File: src/rtl/reg_arb_pkg.sv
// rtl/reg_arb_pkg.sv - shared state encoding and sizing for the register write arbiter
package reg_arb_pkg;

  localparam int NREQ_MAX  = 4;
  localparam int DEF_WIDTH = 8;
  localparam int PTR_W     = $clog2(NREQ_MAX);

  typedef enum logic [1:0] {
    ST_IDLE = 2'd0,
    ST_LOAD = 2'd1,
    ST_ACK  = 2'd2
  } state_t;

endpackage

File: src/rtl/rr_picker.sv
// rtl/rr_picker.sv - combinational round-robin pick: first set req at or after ptr, wrapping
module rr_picker
  import reg_arb_pkg::*;
#(
  parameter int NREQ = 2
) (
  input  logic [NREQ-1:0]  req,
  input  logic [PTR_W-1:0] ptr,
  output logic [NREQ-1:0]  winner,
  output logic             valid
);

  logic found;

  // First pass covers indices at/after ptr; the second pass wraps to the lowest set index.
  always_comb begin
    winner = '0;
    found  = 1'b0;
    for (int j = 0; j < NREQ; j++) begin
      if (!found && req[j] && (j >= int'(ptr))) begin
        winner[j] = 1'b1;
        found     = 1'b1;
      end
    end
    for (int j = 0; j < NREQ; j++) begin
      if (!found && req[j]) begin
        winner[j] = 1'b1;
        found     = 1'b1;
      end
    end
    valid = |req;
  end

endmodule

File: src/rtl/reg_write_arbiter.sv
// rtl/reg_write_arbiter.sv - round-robin arbiter loading a shared holding register with 4-phase ack
// Optional REG_WRITE_ARBITER_PRIO0_EN: requester 0 wins outright and does not advance the pointer.
module reg_write_arbiter
  import reg_arb_pkg::*;
#(
  parameter int NREQ  = 2,
  parameter int WIDTH = DEF_WIDTH
) (
  input  logic                  clk,
  input  logic                  rst,
  input  logic [NREQ-1:0]       req,
  input  logic [NREQ*WIDTH-1:0] din,
  output logic [NREQ-1:0]       grant,
  output logic [NREQ-1:0]       ack,
  output logic                  ld_en,
  output logic [WIDTH-1:0]      ld_data,
  output logic                  busy
);

  state_t           state, state_nx;
  logic [PTR_W-1:0] ptr, ptr_nx, ptr_adv;
  logic [NREQ-1:0]  grant_nx, ack_nx, rr_win, pick;
  logic [WIDTH-1:0] ld_data_nx, pick_data;
  logic             rr_valid, pick_prio, win_prio, win_prio_nx;

  rr_picker #(.NREQ(NREQ)) u_picker (
    .req    (req),
    .ptr    (ptr),
    .winner (rr_win),
    .valid  (rr_valid)
  );

`ifdef REG_WRITE_ARBITER_PRIO0_EN
  always_comb begin
    pick_prio = req[0];
    pick      = req[0] ? {{(NREQ-1){1'b0}}, 1'b1} : rr_win;
  end
`else
  always_comb begin
    pick_prio = 1'b0;
    pick      = rr_win;
  end
`endif

  always_comb begin
    pick_data = '0;
    ptr_adv   = '0;
    for (int i = 0; i < NREQ; i++) begin
      if (pick[i]) pick_data = din[i*WIDTH +: WIDTH];
      if (grant[i]) ptr_adv = (i == NREQ - 1) ? '0 : PTR_W'(i + 1);
    end
  end

  always_comb begin
    state_nx    = state;
    grant_nx    = grant;
    ack_nx      = ack;
    ld_data_nx  = ld_data;
    ptr_nx      = ptr;
    win_prio_nx = win_prio;
    case (state)
      ST_IDLE: begin
        if (rr_valid) begin
          state_nx    = ST_LOAD;
          grant_nx    = pick;
          ld_data_nx  = pick_data;
          win_prio_nx = pick_prio;
        end
      end
      ST_LOAD: begin
        state_nx = ST_ACK;
        ack_nx   = grant;
      end
      ST_ACK: begin
        // Hold until the winner drops its request, closing the 4-phase handshake.
        if ((req & grant) == '0) begin
          state_nx = ST_IDLE;
          ack_nx   = '0;
          grant_nx = '0;
          if (!win_prio) ptr_nx = ptr_adv;
        end
      end
      default: state_nx = ST_IDLE;
    endcase
  end

  always_ff @(posedge clk) begin
    if (rst) begin
      state    <= ST_IDLE;
      grant    <= '0;
      ack      <= '0;
      ld_data  <= '0;
      ptr      <= '0;
      win_prio <= 1'b0;
    end else begin
      state    <= state_nx;
      grant    <= grant_nx;
      ack      <= ack_nx;
      ld_data  <= ld_data_nx;
      ptr      <= ptr_nx;
      win_prio <= win_prio_nx;
    end
  end

  assign ld_en = (state == ST_LOAD);
  assign busy  = (state != ST_IDLE);

endmodule

File: config.mk
export PLATFORM = sky130hd
export DESIGN_NAME = reg_write_arbiter
export DESIGN_NICKNAME = d
export VERILOG_FILES = /design/src/rtl/reg_arb_pkg.sv /design/src/rtl/rr_picker.sv /design/src/rtl/reg_write_arbiter.sv
export SDC_FILE = /design/constraint.sdc
export NUM_CORES = 1
export LEC_CHECK = 0
export CAP_MARGIN = 0
export CORE_MARGIN = 5
export CORE_UTILIZATION = 35
export DETAILED_ROUTE_END_ITERATION = 8
export GPL_TIMING_DRIVEN = 0
export PLACE_DENSITY = 0.74
export SLEW_MARGIN = 10
export SYNTH_ARGS = -nofsm -noshare
export SYNTH_HDL_FRONTEND = slang
export SYNTH_SLANG_ARGS = --single-unit
File: constraint.sdc
create_clock -name clk -period 1.1 [get_ports clk]
set_input_delay 0.11 -clock clk [delete_from_list [all_inputs] [get_ports clk]]
set_output_delay 0.11 -clock clk [all_outputs]
set_load 0.01 [all_outputs]
### Yosys cells after proc, flatten, opt, wreduce, memory -nomap -nowiden

Cells that the tools add are included.

* equality and inequality tests: 4
* order comparisons: 2
* reduce and logical (&&, ||, !) cells: 19
* multiplexer cells: 16
* bitwise operators: 1

Operators with widths (count)
* two-way mux 8 bit: 2
* two-way mux 2 bit: 4
* one-hot mux 2 bit (2 select lines): 2
* AND reduction 2 bit: 4
* two-way mux 1 bit: 7
* one-hot mux 2 bit (3 select lines): 1
* nonzero test 2 bit: 3
* logical AND 1 bit: 5
* >= comparator 1 x 2 -> 1 bit, first input constant: 2
* logical NOT 2 bit: 2
* != test 2 bit, second input constant: 2
* logical NOT 1 bit: 3
* AND reduction 3 bit: 1
* AND 2 bit: 1
* == test 2 x 1 -> 1 bit, second input constant: 1
* == test 2 bit, second input constant: 1
* OR reduction 2 bit: 1

* bits in registers: 16
* output and inout port bits: 14
* logic and storage cells: 47

### Logic depth before layout (Yosys ltp)

Gate-level depths: netlist (run 1).

* word-level depth: 15
* mapped depth: 5

### By module

A second synthesis (run 1) with hierarchy kept.

* cell total of the unflattened synthesis: 76
* area, all modules: 718.2 µm²

Modules (own cells, without submodules)
* reg_write_arbiter: times used 1, cells each 71, area each 681.9 µm², seq. area each 300.3 µm²
* rr_picker: times used 1, cells each 5, area each 36.3 µm², seq. area each 0.0 µm²

### Worst setup path before layout (run 1)

No wires, ideal clock.

* path type: flip-flop to flip-flop
* start: reg state[0]
* end: reg ptr[0]
* buffers on the path: 0
* arrival: 1.035 ns
* clock period less this slack: 1.106 ns
* stages on the path, launching flop included: 4
* slack: -0.006 ns
* required time: 1.030 ns
* path through: dfxtp_1 > nand2b_1 > or4b_1 > a21oi_1

* cells in the longest elaborated chain, start to end: 2

RTL lines
* from (decl): line reg_write_arbiter.sv:20 `state_t state, state_nx;`
* from (signal assigned): line reg_write_arbiter.sv:96 `state <= state_nx;`
* == test 2 bit: line reg_write_arbiter.sv:61 `case (state)`
* AND reduction 2 bit (no line)
* to (signal assigned): line reg_write_arbiter.sv:100 `ptr <= ptr_nx;`
* to (decl): line reg_write_arbiter.sv:21 `logic [PTR_W-1:0] ptr, ptr_nx, ptr_adv;`

No other way between the ends.
A chain may end at the register's enable or synchronous reset.

### Worst setup path after layout (run 1)

* start: reg state[1]
* end: reg ptr[0]

Same word-level chain as after synthesis.

==> parameters.txt, run 1 <==
Parameter                              Value

Run
  Maximum capacitance violations ... 0

Floorplanning
  Die footprint ... 2988 um2
  Initial standard-cell utilization of the core ... 0.3633
  Horiz. Die Dim ... 54.66 um
  Count of standard-cell rows ... 16
  Top-Level Pins ... 34
  Floorplan Core Area ... 1922 um2
  Height of the die ... 54.66 um

Yosys
  Sequential area share after synthesis ... 0.4301
  Synthesized cell area ... 698.2 um2
  Fraction of the mapped netlist area in compound gates ... 0.3423
  Synth Register Bits ... 15
  Main combinational cell family by area after synthesis ... compound AO/OA/AOI/OAI gates
  Synthesized area divided by synthesized cell count ... 9.564 um2
  Distinct cell type count of the synthesized netlist ... 23
  Simple logic cell fraction of the synthesized area ... 0.1631
  Post-synthesis xor/xnor area fraction ... 0
  Cell count after synthesis ... 73
  Share of cell area taken by muxes after synthesis ... 0
  Number of nets produced by synthesis ... 93
  Adder and majority gate portion of the synthesized area ... 0
  Yosys Warn Count ... 0

Global routing
  First-pass GRT wire length ... 3.443 mm
  Vias in the first global route ... 709
  Number of antenna violations at the first check in global routing ... 0
  Total track usage ... 0.1669
  Leftover overflow at the end of global routing ... 0
  Largest net degree at the start of global routing ... 11

CTS
  CTS tree ... done
  H-tree lvl count ... 1
  Clock-pin slew of the registers on the worst-case setup and hold paths ... 100 ps
  Clk Tree Root Cell ... sky130_fd_sc_hd__clkbuf_4
  TritonCTS buffer count ... 3
  Clk Latency, worst-skew pair ... 290 ps
  Sinks on the clock net ... 15
  Number of buffers on the longest clock path ... 2

Pwr
  Share of total power in combinational logic ... 0.312
  Power density normalized to cell area ... 1175 nW/um2
  Sequential cell fraction of total power ... 0.452
  Clock group share of total power ... 0.236
  Switching Share ... 0.3028
  Leakage Power ... 0.4838 nW
  Worst IR drop on VDD ... 0.7173 mV
  Sw power ... 0.0004189 W
  Internal power component ... 0.0009645 W

Routing
  Routed wire per std cell ... 16.37 um
  Final Routed Wirelength ... 2.324 mm
  Detail Route Antenna Nets ... 0
  Count of vias placed by the detailed router ... 758
  Number of search-and-repair iterations in the first detailed-routing pass ... 4
  Iter 0 DRT Violations ... 6
  DRC violation count after routing ... 0
  DR vias/cell ... 5.338

Final layout
  Ratio of cells with drive above 1 in the final layout ... 0.2609
  Sequential standard cell area ... 309.0 um2
  Fill cells ... 183
  Post-route cell area ... 1177 um2
  Area added between synthesis and finish ... 68.64%
  Multi-input gate area ... 405.4 um2
  Count of antenna diodes in the layout ... 0
  Net total in the final layout ... 136

STA
  Sum of negative setup slack ... -206.2 ps
  Transition at the pin with the smallest max-transition slack ... 483.2 ps
  Final setup violating endpoints ... 7
  Worst Hold Slack ... 348.2 ps
  Setup repair after global routing missed its margin ... true
  Final hold viol count ... 0
  Top achievable clock speed ... 0.8406 GHz
  Worst relative slew slack ... 0.6779
  Post-route worst setup slack ... -89.58 ps
  Period Utilization, post-route ... 1.081
  Tmin final ... 1190 ps
  Final count of pins violating max slew ... 0
  Setup skew after layout ... 7.307 ps

Setup path
  R2R depth ... 4
  Critical Path Max Stage Delay ... 480 ps
  Critical setup path kind ... flop to flop
  Startpoint types ... flop
  Data arrival time of the critical path ... 1420 ps
  Ordered cell list for the critical path ... buf_6 > nand2b_4 > or4b_4 > a21oi_2
  Kind of end point of the critical path ... flop
  Crit. path cell count ... 4
  Critical-path maximum fanout ... 4
  Data required time at the worst endpoint ... 1330 ps
  Setup slack, reg-to-reg ... -90 ps
  Buffer and inverter count on the worst path ... 1
  FF-to-FF Start ... state[1]
  CP top delay family ... simple AND/OR/NAND/NOR gates
  End of the worst register-to-register path ... ptr[0]
  Slowest stage cell on the critical path ... sky130_fd_sc_hd__or4b_4

Worst hold path
  Worst Hold Endpoint ... ptr[0]
  Min-Delay Startpoint ... req[0]
  Class of the tightest hold or removal check ... input pin to flop
  Number of cells on the worst hold path ... 3

Placement
  Sum of net half-perimeters after detailed placement ... 1.510 mm
  Worst setup slack after placement ... -503.3 ps
  Number of buffers added on ports ... 33
  Placed cell area ... 1072 um2
  Routability Congestion ... 0.7198

Outcome
  Violated checks ... setup timing
  Status ... complete, but fails checks
[cells by family (layout without fill, tap and decap cells)]
| kind of cell | count (synthesis) | in the layout |
|---|---|---|
| AO/OA/AOI/OAI | 33 | 33 |
| AND/OR/NAND/NOR | 17 | 18 |
| flip-flops | 15 | 15 |
| buffers and inverters | 8 | 49 |
[flip-flops by register name, indices dropped and copies added, names as in the netlist]
signal / flops
ptr: 1
grant: 2
ld_data: 8
state: 2
ack: 2
[cell usage after synthesis, drive strengths merged]
master	number	area share
nand2b	5	0.045
a21boi	1	0.016
nand4b	2	0.025
a21oi	10	0.072
dfxtp	15	0.43
o31ai	2	0.029
nand2	1	0.0054
a211oi	8	0.086
a22o	1	0.014
inv	2	0.011
clkbuf	4	0.021
o21ai	1	0.0072
or2	1	0.0090
or2b	1	0.011
nand3b	2	0.021
nor2	2	0.011
or4b	1	0.014
a32oi	8	0.10
buf	2	0.032
nor2b	1	0.0090
o22ai	2	0.018
and2	1	0.013
[placed cells by master (no fill, tap or decap), types with 3 or more instances in the layout]
| cell | n |
|---|---|
| sky130_fd_sc_hd__a32oi_1 | 8 |
| sky130_fd_sc_hd__clkdlybuf4s50_1 | 17 |
| sky130_fd_sc_hd__buf_6 | 4 |
| sky130_fd_sc_hd__buf_4 | 3 |
| sky130_fd_sc_hd__nand2b_1 | 3 |
| sky130_fd_sc_hd__a211oi_1 | 8 |
| sky130_fd_sc_hd__dlygate4sd2_1 | 13 |
| sky130_fd_sc_hd__a21oi_1 | 9 |
| sky130_fd_sc_hd__dfxtp_1 | 12 |
| sky130_fd_sc_hd__clkbuf_4 | 3 |
[tightest hold or removal path, stage by stage]
cell and delay, ps:
sky130_fd_sc_hd__clkdlybuf4s15_1 290, sky130_fd_sc_hd__or4b_4 170, sky130_fd_sc_hd__a21oi_2 40
[power groups by stage]
stage	Sequential [W]	Combinational, W	Clock, W
after floorplan	0.000652	0.000172	0
after global placement	0.000632	0.000400	0
after detailed placement	0.000634	0.000408	0
after CTS	0.000624	0.000408	0.000326
after global routing	0.000631	0.000466	0.000357
final	0.000625	0.000431	0.000327
[what timing repair did]
action | CTS | global route
hold endpoints to repair | 0 | 0
cloned | 1 | 0
endpoints found under the setup margin | 27 | 17
pin swaps | 1 | 2
buffers inserted | 2 | 3
hold buffers | 0 | 0
resized for setup | 35 | 8
[through the flow]
stage	power [W]	util	cells
after floorplan	0.0008243	-	73
after global placement	0.001032	0.5579	133
after detailed placement	0.001042	0.5579	133
after CTS	0.001359	0.5951	139
after global routing	0.001454	0.6126	142
final	0.001383	0.6126	142
[final cells by class]
class                           count  area share
Timing Repair Buffer               38      0.2965
Multi-Input combinational cell     51      0.3443
Clock buffer                        3     0.01913
Inverter                            2    0.006376
Clock inverter                      1    0.004251
Tap cell                           27     0.02869
Buffer                              5     0.03826
Sequential cell                    15      0.2625
[worst max-delay path by stage]
| stage | startpoint | endpoint | slack [ps] |
|---|---|---|---|
| floorplan | state[0] | ptr[0] | 20 |
| global placement | req[0] | grant[1] | -490 |
| detailed placement | req[0] | grant[1] | -500 |
| CTS | state[0] | busy | -220 |
| global route | state[1] | ptr[0] | -120 |
| finish | state[1] | ptr[0] | -90 |
[metal layers]
metal  vias up  global-route usage  wire, um
met5         -                   0         0
met4         0             0.09544        36
met3         4             0.02725        42
met2        15              0.2598      1214
met1       369              0.2148      1029
li1        370                   -         -
Power figures use the tool's default switching activity.
==> inputs of run 2 (changes only) <==
--- a/config.mk
+++ b/config.mk
@@ -6,11 +6,10 @@
 export NUM_CORES = 1
 export LEC_CHECK = 0
 export CAP_MARGIN = 0
-export CORE_MARGIN = 5
-export CORE_UTILIZATION = 35
+export CORE_UTILIZATION = 39
 export DETAILED_ROUTE_END_ITERATION = 8
 export GPL_TIMING_DRIVEN = 0
-export PLACE_DENSITY = 0.74
+export PLACE_DENSITY = 0.78
 export SLEW_MARGIN = 10
 export SYNTH_ARGS = -nofsm -noshare
 export SYNTH_HDL_FRONTEND = slang
==> constraint.sdc (replaced) <==
create_clock -name clk -period 1.15 [get_ports clk]
set_input_delay 0.115 -clock clk [delete_from_list [all_inputs] [get_ports clk]]
set_output_delay 0.115 -clock clk [all_outputs]
set_load 0.01 [all_outputs]
==> parameters.txt, run 2 (synthesis gave the netlist of run 1 again) <==
Parameter                              Value

Floorplanning
  Height of the die ... 44.31 um (-19%)
  Top-Level Pins ... 34 (unchanged)
  Die footprint ... 1963 um2 (-34%)
  Floorplan Core Area ... 1594 um2 (-17%)
  Horiz. Die Dim ... 44.31 um (-19%)
  Initial standard-cell utilization of the core ... 0.4380 (+0.07471)
  Count of standard-cell rows ... 14 (-2)

Outcome
  Violated checks ... setup timing
  Status ... complete, but fails checks

STA
  Final hold viol count ... 0 (unchanged)
  Post-route worst setup slack ... -29.74 ps (+59.84 ps)
  Top achievable clock speed ... 0.8476 GHz (+0.83%)
  Worst relative slew slack ... 0.6106 (-0.06728)
  Setup repair after global routing missed its margin ... true
  Final count of pins violating max slew ... 0 (unchanged)
  Period Utilization, post-route ... 1.026 (-0.05558)
  Tmin final ... 1180 ps (-9.840 ps)
  Transition at the pin with the smallest max-transition slack ... 584.1 ps (+100.9 ps)
  Sum of negative setup slack ... -45.73 ps (+160.5 ps)
  Final setup violating endpoints ... 3 (-4)
  Setup skew after layout ... 2.094 ps (-5.214 ps)

Routing
  Detail Route Antenna Nets ... 0 (unchanged)
  DR vias/cell ... 5.607 (+5.0%)
  Count of vias placed by the detailed router ... 785 (+3.6%)
  Iter 0 DRT Violations ... 13 (+7)
  DRC violation count after routing ... 0 (unchanged)
  Number of search-and-repair iterations in the first detailed-routing pass ... 4 (unchanged)
  Routed wire per std cell ... 15.84 um (-3.2%)
  Final Routed Wirelength ... 2.217 mm (-4.6%)

Global routing
  First-pass GRT wire length ... 3.305 mm (-4.0%)
  Total track usage ... 0.2345 (+0.06769)
  Leftover overflow at the end of global routing ... 0 (unchanged)
  Largest net degree at the start of global routing ... 11 (unchanged)
  Number of antenna violations at the first check in global routing ... 0 (unchanged)
  Vias in the first global route ... 742 (+4.7%)

Pwr
  Power density normalized to cell area ... 1106 nW/um2 (-5.8%)
  Worst IR drop on VDD ... 0.9047 mV (+26%)
  Overall power ... 0.001379 W (-0.34%)
  Leakage Power ... 0.5052 nW (+4.4%)

Final layout
  Largest Register ... ld_data
  Sequential standard cell area ... 309.0 um2 (unchanged)
  Area added between synthesis and finish ... 78.50%
  Leading cell type in the layout, fill and taps excluded ... sky130_fd_sc_hd__clkdlybuf4s50_1
  Net total in the final layout ... 137 (+0.74%)
  Post-Route Utilization ... 0.7818 (+0.1692)
  Commonest cells after routing, fill and taps aside ... sky130_fd_sc_hd__clkdlybuf4s50_1 (17), sky130_fd_sc_hd__dlygate4sd2_1 (13), sky130_fd_sc_hd__dfxtp_1 (12), sky130_fd_sc_hd__a21oi_1 (9)
  Cell Count, Final, Fillers Out ... 140 (-1.4%)
  Fill cells ... 102 (-44%)
  Max reg flops ... 8 (unchanged)
  Multi-input gate area ... 442.9 um2 (+9.3%)
  Count of antenna diodes in the layout ... 0 (unchanged)
  Ratio of cells with drive above 1 in the final layout ... 0.3103 (+0.04948)

CTS
  Quantity of hold-fixing buffers added after cts ... 0 (unchanged)
  H-tree lvl count ... 1 (unchanged)
  Clk Latency, worst-skew pair ... 280 ps (about the same)
  TritonCTS buffer count ... 3 (unchanged)
  Clk Tree Root Cell ... sky130_fd_sc_hd__clkbuf_4
  CTS tree ... done
  Number of buffers on the longest clock path ... 2 (unchanged)
  Clock-pin slew of the registers on the worst-case setup and hold paths ... 90 ps (about the same)
  Sinks on the clock net ... 15 (unchanged)

Setup path
  Startpoint types ... flop
  Kind of end point of the critical path ... flop
  Critical-path maximum fanout ... 4 (unchanged)
  Critical setup path kind ... flop to flop
  Data required time at the worst endpoint ... 1370 ps (+40 ps)
  Data arrival time of the critical path ... 1400 ps (-20 ps)

Worst hold path
  Class of the tightest hold or removal check ... input pin to flop

Placement
  Number of cells in the design after placement ... 130 (-2.3%)
  Routability Congestion ... 0.7346 (+2.1%)
  Sum of net half-perimeters after detailed placement ... 1.429 mm (-5.3%)
  Number of buffers added on ports ... 33 (unchanged)

Run
  Maximum capacitance violations ... 0 (unchanged)
## run 2: changes by cell type in the layout (fill, tap and decap cells not counted), sizes merged
cell	previous run	this run
buf	8	10
clkinv	1	0
## run 2: repair_timing
action	CTS	global route
pin swaps	2	6
hold endpoints to repair	0	0
buffers inserted	2	3
resized for setup	36	18
gates cloned	1	1
setup endpoints to repair	26	14
## run 2: final timing paths
check / from / to / slack (ps) / depth (start not counted)
worst min-delay path: req[0] / ptr[0] / 350 / 3
worst min register to register: ack[1] / ack[1] / 500 / 2
worst max register to register: state[0] / ptr[0] / -30 / 3
worst max-delay path: state[0] / ptr[0] / -30 / 3
## run 2: where the power goes
part	switching, W	leakage [nW]	internal (W)
registers	0.0000312	0.125	0.000566
logic	0.000204	0.365	0.000269
clock network	0.000173	0.0150	0.000135
## run 2: layout make-up
type	instances	area share
multi-input combinational	51	0.3554
timing repair buffer	39	0.3052
sequential	15	0.2480
buffer	5	0.04016
tap	24	0.02410
clock buffer	4	0.02108
inverter	2	0.006024
## run 2: per-stage QoR
| stage | hold WS, ps | area, um2 | setup slack [ps] |
|---|---|---|---|
| after floorplan | 186.6 | 698.2 | 44.41 |
| after global placement | 494.3 | 1059 | -453.8 |
| after detailed placement | 493.8 | 1059 | -574.1 |
| after CTS | 365.1 | 1126 | -77.41 |
| after global routing | 369.8 | 1246 | -84.10 |
| final | 353.5 | 1246 | -29.74 |
## run 2: critical path, stage by stage (launching register included)
cell and delay, ps:
sky130_fd_sc_hd__dfxtp_4 370, sky130_fd_sc_hd__nand2b_4 150, sky130_fd_sc_hd__or4b_4 480, sky130_fd_sc_hd__a21oi_2 120
## run 2: metal layers
| layer | global-route usage | share of wire | vias up | wire length, um |
|---|---|---|---|---|
| met5 | 0 | 0 | - | 0 |
| met4 | 0.1455 | 0.016 | 0 | 36 |
| met3 | 0.03673 | 0.037 | 4 | 82 |
| met2 | 0.3618 | 0.54 | 25 | 1192 |
| met1 | 0.3056 | 0.41 | 383 | 905 |
| li1 | - | - | 373 | - |
